### config.mk
export PLATFORM = sky130hd
export DESIGN_NAME = video_timing_gen_flat
export DESIGN_NICKNAME = d
export VERILOG_FILES = /design/src/rtl/video_timing_gen_if.sv /design/src/rtl/video_timing_gen.sv /design/src/flat_wrapper.sv
export SDC_FILE = /design/constraint.sdc
export NUM_CORES = 1
export LEC_CHECK = 0
export CORE_MARGIN = 4
export CORE_UTILIZATION = 52
export DETAILED_ROUTE_END_ITERATION = 12
export GPL_TIMING_DRIVEN = 0
export PLACE_DENSITY = 0.8
export SKIP_CTS_REPAIR_TIMING = 1
export SLEW_MARGIN = 30
export SYNTH_ARGS = -nofsm -noshare
export SYNTH_HDL_FRONTEND = slang
export SYNTH_SLANG_ARGS = --single-unit
### constraint.sdc
create_clock -name i_clk -period 3.45 [get_ports i_clk]
set_clock_uncertainty 0.1 [all_clocks]
set_input_delay 0.345 -clock i_clk [delete_from_list [all_inputs] [get_ports i_clk]]
set_output_delay 0.345 -clock i_clk [all_outputs]
set_load 0.05 [all_outputs]
### src/rtl/video_timing_gen_if.sv
// Raster timing bundle from video_timing_gen (master) to the sprite compositor (slave).
// The test-pattern colour lanes exist only when VTG_TEST_PATTERN_EN is defined.
interface video_timing_gen_if;
  logic [15:0] o_x;
  logic [15:0] o_y;
  logic        o_h_sync;
  logic        o_v_sync;
  logic        o_de;
  logic        o_frame_start;
  logic [15:0] o_frame_cnt;
`ifdef VTG_TEST_PATTERN_EN
  logic [7:0]  o_tp_red;
  logic [7:0]  o_tp_green;
  logic [7:0]  o_tp_blue;

  modport master (
    output o_x, o_y, o_h_sync, o_v_sync, o_de, o_frame_start, o_frame_cnt,
    output o_tp_red, o_tp_green, o_tp_blue
  );
  modport slave (
    input o_x, o_y, o_h_sync, o_v_sync, o_de, o_frame_start, o_frame_cnt,
    input o_tp_red, o_tp_green, o_tp_blue
  );
`else
  modport master (
    output o_x, o_y, o_h_sync, o_v_sync, o_de, o_frame_start, o_frame_cnt
  );
  modport slave (
    input o_x, o_y, o_h_sync, o_v_sync, o_de, o_frame_start, o_frame_cnt
  );
`endif
endinterface

### src/rtl/video_timing_gen.sv
// 800x600@60 raster timing generator: coordinates, syncs, data-enable, frame pulse/counter.
// Define VTG_TEST_PATTERN_EN to add the registered 8-bar colour test pattern.
module video_timing_gen #(
  parameter int unsigned H_ACTIVE = 800,
  parameter int unsigned H_FP     = 40,
  parameter int unsigned H_SYNC   = 128,
  parameter int unsigned H_BP     = 88,
  parameter int unsigned V_ACTIVE = 600,
  parameter int unsigned V_FP     = 1,
  parameter int unsigned V_SYNC   = 4,
  parameter int unsigned V_BP     = 23,
  parameter bit          H_POL    = 1'b1,
  parameter bit          V_POL    = 1'b1
) (
  input  logic               i_clk,
  input  logic               i_rst_n,
  input  logic               i_en,
  video_timing_gen_if.master o_vid
);

  localparam int unsigned H_TOTAL = H_ACTIVE + H_FP + H_SYNC + H_BP;
  localparam int unsigned V_TOTAL = V_ACTIVE + V_FP + V_SYNC + V_BP;

  localparam logic [15:0] H_LAST     = 16'(H_TOTAL - 1);
  localparam logic [15:0] V_LAST     = 16'(V_TOTAL - 1);
  localparam logic [15:0] H_ACT      = 16'(H_ACTIVE);
  localparam logic [15:0] V_ACT      = 16'(V_ACTIVE);
  localparam logic [15:0] HS_START   = 16'(H_ACTIVE + H_FP);
  localparam logic [15:0] HS_END     = 16'(H_ACTIVE + H_FP + H_SYNC);
  localparam logic [15:0] VS_START   = 16'(V_ACTIVE + V_FP);
  localparam logic [15:0] VS_END     = 16'(V_ACTIVE + V_FP + V_SYNC);

  typedef enum logic {
    ST_IDLE = 1'b0,
    ST_RUN  = 1'b1
  } state_t;

  state_t      r_state;
  logic [15:0] r_x;
  logic [15:0] r_y;
  logic [15:0] r_frame_cnt;
  logic        r_h_sync;
  logic        r_v_sync;
  logic        r_de;
  logic        r_frame_start;

  state_t      w_next_state;
  logic [15:0] w_next_x;
  logic [15:0] w_next_y;
  logic [15:0] w_next_frame_cnt;
  logic        w_next_frame_start;
  logic        w_next_run;
  logic        w_next_de;
  logic        w_next_h_sync;
  logic        w_next_v_sync;

  // Next raster position; the first tick after reset presents (0,0) as a new frame.
  always_comb begin
    w_next_state       = r_state;
    w_next_x           = r_x;
    w_next_y           = r_y;
    w_next_frame_cnt   = r_frame_cnt;
    w_next_frame_start = 1'b0;
    if (i_en) begin
      case (r_state)
        ST_IDLE: begin
          w_next_state       = ST_RUN;
          w_next_x           = 16'd0;
          w_next_y           = 16'd0;
          w_next_frame_start = 1'b1;
        end
        ST_RUN: begin
          if (r_x < H_LAST) begin
            w_next_x = r_x + 16'd1;
          end else begin
            w_next_x = 16'd0;
            if (r_y < V_LAST) begin
              w_next_y = r_y + 16'd1;
            end else begin
              w_next_y           = 16'd0;
              w_next_frame_cnt   = r_frame_cnt + 16'd1;
              w_next_frame_start = 1'b1;
            end
          end
        end
        default: begin
          w_next_state = ST_IDLE;
        end
      endcase
    end
  end

  // Decoding from the next position keeps syncs/de aligned with the registered coordinates.
  always_comb begin
    w_next_run    = (w_next_state == ST_RUN);
    w_next_de     = w_next_run && (w_next_x < H_ACT) && (w_next_y < V_ACT);
    w_next_h_sync = (w_next_run && (w_next_x >= HS_START) && (w_next_x < HS_END))
                    ? H_POL : ~H_POL;
    w_next_v_sync = (w_next_run && (w_next_y >= VS_START) && (w_next_y < VS_END))
                    ? V_POL : ~V_POL;
  end

  always_ff @(posedge i_clk or negedge i_rst_n) begin
    if (!i_rst_n) begin
      r_state       <= ST_IDLE;
      r_x           <= 16'd0;
      r_y           <= 16'd0;
      r_frame_cnt   <= 16'd0;
      r_h_sync      <= ~H_POL;
      r_v_sync      <= ~V_POL;
      r_de          <= 1'b0;
      r_frame_start <= 1'b0;
    end else begin
      r_state       <= w_next_state;
      r_x           <= w_next_x;
      r_y           <= w_next_y;
      r_frame_cnt   <= w_next_frame_cnt;
      r_h_sync      <= w_next_h_sync;
      r_v_sync      <= w_next_v_sync;
      r_de          <= w_next_de;
      r_frame_start <= w_next_frame_start;
    end
  end

  assign o_vid.o_x           = r_x;
  assign o_vid.o_y           = r_y;
  assign o_vid.o_frame_cnt   = r_frame_cnt;
  assign o_vid.o_h_sync      = r_h_sync;
  assign o_vid.o_v_sync      = r_v_sync;
  assign o_vid.o_de          = r_de;
  assign o_vid.o_frame_start = r_frame_start;

`ifdef VTG_TEST_PATTERN_EN
  localparam logic [15:0] BAR_W = 16'(H_ACTIVE / 8);

  logic [15:0] w_bar;
  logic [2:0]  w_bar_idx;
  logic [23:0] w_next_rgb;
  logic [23:0] r_rgb;

  // Bar index is clamped so any H_ACTIVE not divisible by 8 still ends on black.
  always_comb begin
    w_bar      = w_next_x / BAR_W;
    w_bar_idx  = (w_bar > 16'd7) ? 3'd7 : w_bar[2:0];
    w_next_rgb = 24'h000000;
    if (w_next_de) begin
      case (w_bar_idx)
        3'd0:    w_next_rgb = 24'hFFFFFF;
        3'd1:    w_next_rgb = 24'hFFFF00;
        3'd2:    w_next_rgb = 24'h00FFFF;
        3'd3:    w_next_rgb = 24'h00FF00;
        3'd4:    w_next_rgb = 24'hFF00FF;
        3'd5:    w_next_rgb = 24'hFF0000;
        3'd6:    w_next_rgb = 24'h0000FF;
        default: w_next_rgb = 24'h000000;
      endcase
    end
  end

  always_ff @(posedge i_clk or negedge i_rst_n) begin
    if (!i_rst_n) begin
      r_rgb <= 24'h000000;
    end else begin
      r_rgb <= w_next_rgb;
    end
  end

  assign o_vid.o_tp_red   = r_rgb[23:16];
  assign o_vid.o_tp_green = r_rgb[15:8];
  assign o_vid.o_tp_blue  = r_rgb[7:0];
`endif

endmodule

### src/flat_wrapper.sv
// flat-port wrapper written by rule: the top's interface ports become plain ports
module video_timing_gen_flat 
#(
  parameter int unsigned H_ACTIVE = 800,
  parameter int unsigned H_FP     = 40,
  parameter int unsigned H_SYNC   = 128,
  parameter int unsigned H_BP     = 88,
  parameter int unsigned V_ACTIVE = 600,
  parameter int unsigned V_FP     = 1,
  parameter int unsigned V_SYNC   = 4,
  parameter int unsigned V_BP     = 23,
  parameter bit          H_POL    = 1'b1,
  parameter bit          V_POL    = 1'b1
)
  (i_clk, i_rst_n, i_en, o_vid_o_x, o_vid_o_y, o_vid_o_h_sync, o_vid_o_v_sync, o_vid_o_de, o_vid_o_frame_start, o_vid_o_frame_cnt);
  video_timing_gen_if o_vid_i ();
  input  logic i_clk;
  input  logic i_rst_n;
  input  logic i_en;
  output wire logic [$bits(o_vid_i.o_x)-1:0] o_vid_o_x;
  output wire logic [$bits(o_vid_i.o_y)-1:0] o_vid_o_y;
  output wire logic [$bits(o_vid_i.o_h_sync)-1:0] o_vid_o_h_sync;
  output wire logic [$bits(o_vid_i.o_v_sync)-1:0] o_vid_o_v_sync;
  output wire logic [$bits(o_vid_i.o_de)-1:0] o_vid_o_de;
  output wire logic [$bits(o_vid_i.o_frame_start)-1:0] o_vid_o_frame_start;
  output wire logic [$bits(o_vid_i.o_frame_cnt)-1:0] o_vid_o_frame_cnt;
  assign o_vid_o_x = o_vid_i.o_x;
  assign o_vid_o_y = o_vid_i.o_y;
  assign o_vid_o_h_sync = o_vid_i.o_h_sync;
  assign o_vid_o_v_sync = o_vid_i.o_v_sync;
  assign o_vid_o_de = o_vid_i.o_de;
  assign o_vid_o_frame_start = o_vid_i.o_frame_start;
  assign o_vid_o_frame_cnt = o_vid_i.o_frame_cnt;
  video_timing_gen #(.H_ACTIVE(H_ACTIVE), .H_FP(H_FP), .H_SYNC(H_SYNC), .H_BP(H_BP), .V_ACTIVE(V_ACTIVE), .V_FP(V_FP), .V_SYNC(V_SYNC), .V_BP(V_BP), .H_POL(H_POL), .V_POL(V_POL)) u_core (.i_clk(i_clk), .i_rst_n(i_rst_n), .i_en(i_en), .o_vid(o_vid_i));
endmodule
==> metrics.csv <==
metric;value;unit
RSZ-0062 raised after global routing;no;
full die area;0.006749;sq mm
crit share post-route;90.50;%
port bufs;53;
gr usage total;22.31;%
Initial Util;54.93;%
initial antenna violation count;0;
total CTS buffers;5;
Synth Area in Compound Gates;16.46;%
Fin. Hold Viols;0;
Synth Area in XOR/XNOR;8.578;%
Async SR Flop Fraction;100.0;%
nets;369;
clk_lat worst skew;0.32;ns
max-cap viol count;0;
vias in the first global route;2420;
clk slew on worst S/H paths;0.10;ns
worst min path class;in2async;
fmax;320.3;MHz
Crit. End Element;flip-flop;
Worst Tran Pin Value;0.7483;ns
pre-CTS WS;0.3381;ns
routed len/inst;15.74;um
Gate Count Post-Synth;301;
Slew headroom;49.57;%
Syn Nets;307;
clk buf depth;2;
Max FO, Critical Path;6;
CP startpoint kind;flip-flop;
crit path cell chain;ha_1 -> and3_1 -> a311oi_2 -> a2111oi_2 -> nand4b_1 -> a2111oi_0 -> inv_1 -> o2111a_1;
Lkg Pwr;1.477;nW
Root Buffer;clkbuf_8;
outcome;completed;
adder-cell area share of the yosys netlist;1.313;%
via count;2546;
Via density;5.866;
largest net degree at the start of global routing;35;
Vert. Die Dim;82.15;um
gr ovfl total;0;
antenna diode count;0;
share of cells above drive strength 1;6.044;%
fin crit period;3.122;ns
Bufs and invs on worst path;1;
post-synth cell types;57;
#FFs+latches synth;53;
fin worst setup slack;0.3279;ns
Placement Rows;26;
IO Count;55;
Arr. time, crit path;3.22;ns
Final ANT Viol Nets;0;
die width;82.15;um
mean area per synthesized cell;9.498;sq um
Yosys warnings;0;
PnR Total Power;1.895;mW
core area;0.005205;sq mm
Non-Filler Instances;434;
largest family of logic cells by synthesized area;simple AND/OR/NAND/NOR gates;
drt total wl;6.832;mm
pwr/cell area;526.7;mW/mm^2
DR pass1 iterations;4;
Max VDD drop;0.4714;mV
fillers;416;
Worst path max stage delay;0.72;ns
dpl cells;425;
dpl hpwl;5.002;mm
share of the yosys chip area belonging to registers;46.39;%
kind of critical path;reg2reg;
CP max-delay cell;a2111oi_2;
Required @ worst endpoint;3.55;ns
Residual DRC;0;
setup TNS;0;ns
Synth Flop Type;dfrtp_1;
Post-Route Utilization;69.13;%
Num Clock Sinks;53;
first-pass GRT wire length;11.64;mm
final setup fails;0;
Max H-tree Level;2;
gp weighted congestion;0.9188;
critical path's top delay family;compound AO/OA/AOI/OAI gates;
number of synthesized flops with an enable pin;0;
mux cell area share after synthesis;0.7877;%
Area Overhead vs Synth;25.86;%
Post-Synth Simple-Gate Area;23.41;%
Final Slew Violations;0;
post-synthesis instance area;0.002859;sq mm
CTS tree;built;
Iter 0 DRT Violations;236;
## synthesized netlist by cell type (all sizes together) (7+ instances only)
| cell | n | area share, % |
|---|---|---|
| dfrtp | 53 | 46 |
| nand2 | 27 | 3.5 |
| nor2 | 27 | 3.5 |
| nand3 | 21 | 3.7 |
| xnor2 | 19 | 5.8 |
| o21ai | 15 | 3.0 |
| clkbuf | 14 | 1.8 |
| and3 | 10 | 2.2 |
| a21oi | 9 | 1.6 |
| xor2 | 9 | 2.8 |
| inv | 8 | 1.1 |
| nand4 | 8 | 1.8 |
| nor3 | 7 | 1.6 |
## final timing paths
| check | start | to | slack, ns | cells after the start |
|---|---|---|---|---|
| worst max-delay path | u_core.o_vid.o_x[0] | u_core.o_vid.o_de | 0.33 | 8 |
| worst min-delay path | i_rst_n | u_core.o_vid.o_x[3] | 0.33 | 2 |
| worst min register to register | u_core.o_vid.o_frame_cnt[15] | u_core.o_vid.o_frame_cnt[15] | 0.37 | 1 |
| min in group i_clk | u_core.o_vid.o_frame_cnt[15] | u_core.o_vid.o_frame_cnt[15] | 0.37 | 1 |
| worst max register to register | u_core.o_vid.o_x[0] | u_core.o_vid.o_de | 0.33 | 8 |
| max in group asynchronous | i_rst_n | u_core.o_vid.o_y[15] | 2.47 | 3 |
## report_power, final
group          leakage, nW  switching (mW)  total, mW  internal, mW
Clock               0.0452           0.219      0.367         0.148
Combinational        0.718           0.492      0.748         0.257
Sequential           0.714          0.0875      0.780         0.692
Total                 1.48           0.798       1.90          1.10
## cell families (layout without fill, tap and decap cells)
logic type / Yosys count / in the layout
multiplexers: 2 / 2
AND/OR/NAND/NOR: 129 / 129
adder cells (fa/ha/maj): 3 / 3
XOR/XNOR: 28 / 28
flip-flops: 53 / 53
buffers and inverters: 23 / 86
AO/OA/AOI/OAI: 63 / 63
## area by class of cell
type / count / area (sq um) / area share (%)
multi-input combinational: 225 / 1445 / 40.16
clock inverter: 3 / 25.02 / 0.6954
buffer: 15 / 57.56 / 1.599
sequential: 53 / 1326 / 36.86
tap: 70 / 87.58 / 2.434
timing repair buffer: 55 / 558.0 / 15.51
clock buffer: 5 / 68.82 / 1.912
inverter: 8 / 30.03 / 0.8345
## metal layers
metal / vias up / part of all wire (%) / global-route usage (%)
met2: 95 / 47 / 35.62
met5: - / 0 / 0
met1: 1217 / 46 / 30.93
met3: 13 / 5.9 / 4.664
met4: 0 / 1.5 / 6.146
li1: 1221 / - / -
## worst reg2reg max path: cells and delay by family (launching register included)
kind                     cells  cell delay, ns
buffers and inverters        1            0.15
adder cells (fa/ha/maj)      1            0.23
flip-flops                   1            0.43
AND/OR/NAND/NOR              2            0.43
AO/OA/AOI/OAI                4            1.67
## stage by stage
| step | hold WS, ns | instance area, sq um |
|---|---|---|
| CTS | -0.2020 | 3588 |
| global route | 0.3747 | 3598 |
| finish | 0.3329 | 3598 |
| global placement | 0.3594 | 3477 |
| floorplan | -0.05059 | 2859 |
| detailed placement | 0.1410 | 3495 |
## registers in the layout, summed over array words and instances (netlist names)
| register | flops |
|---|---|
| u_core.o_vid.o_frame_cnt | 16 |
| u_core.o_vid.o_x | 16 |
| u_core.o_vid.o_y | 16 |
| u_core.o_vid.o_de | 1 |
| u_core.o_vid.o_frame_start | 1 |
| u_core.o_vid.o_h_sync | 1 |
| u_core.o_vid.o_v_sync | 1 |
| u_core.r_state | 1 |
## cells in the final DEF (no fill, tap or decap), drive strengths merged, types with 10 or more instances in the layout
master and count:
and3 10, clkbuf 19, nor2 27, dfrtp 53, nand3 21, inv 10
xnor2 19, clkdlybuf4s50 52, nand2 27, o21ai 15
Power figures use the tool's default switching activity.
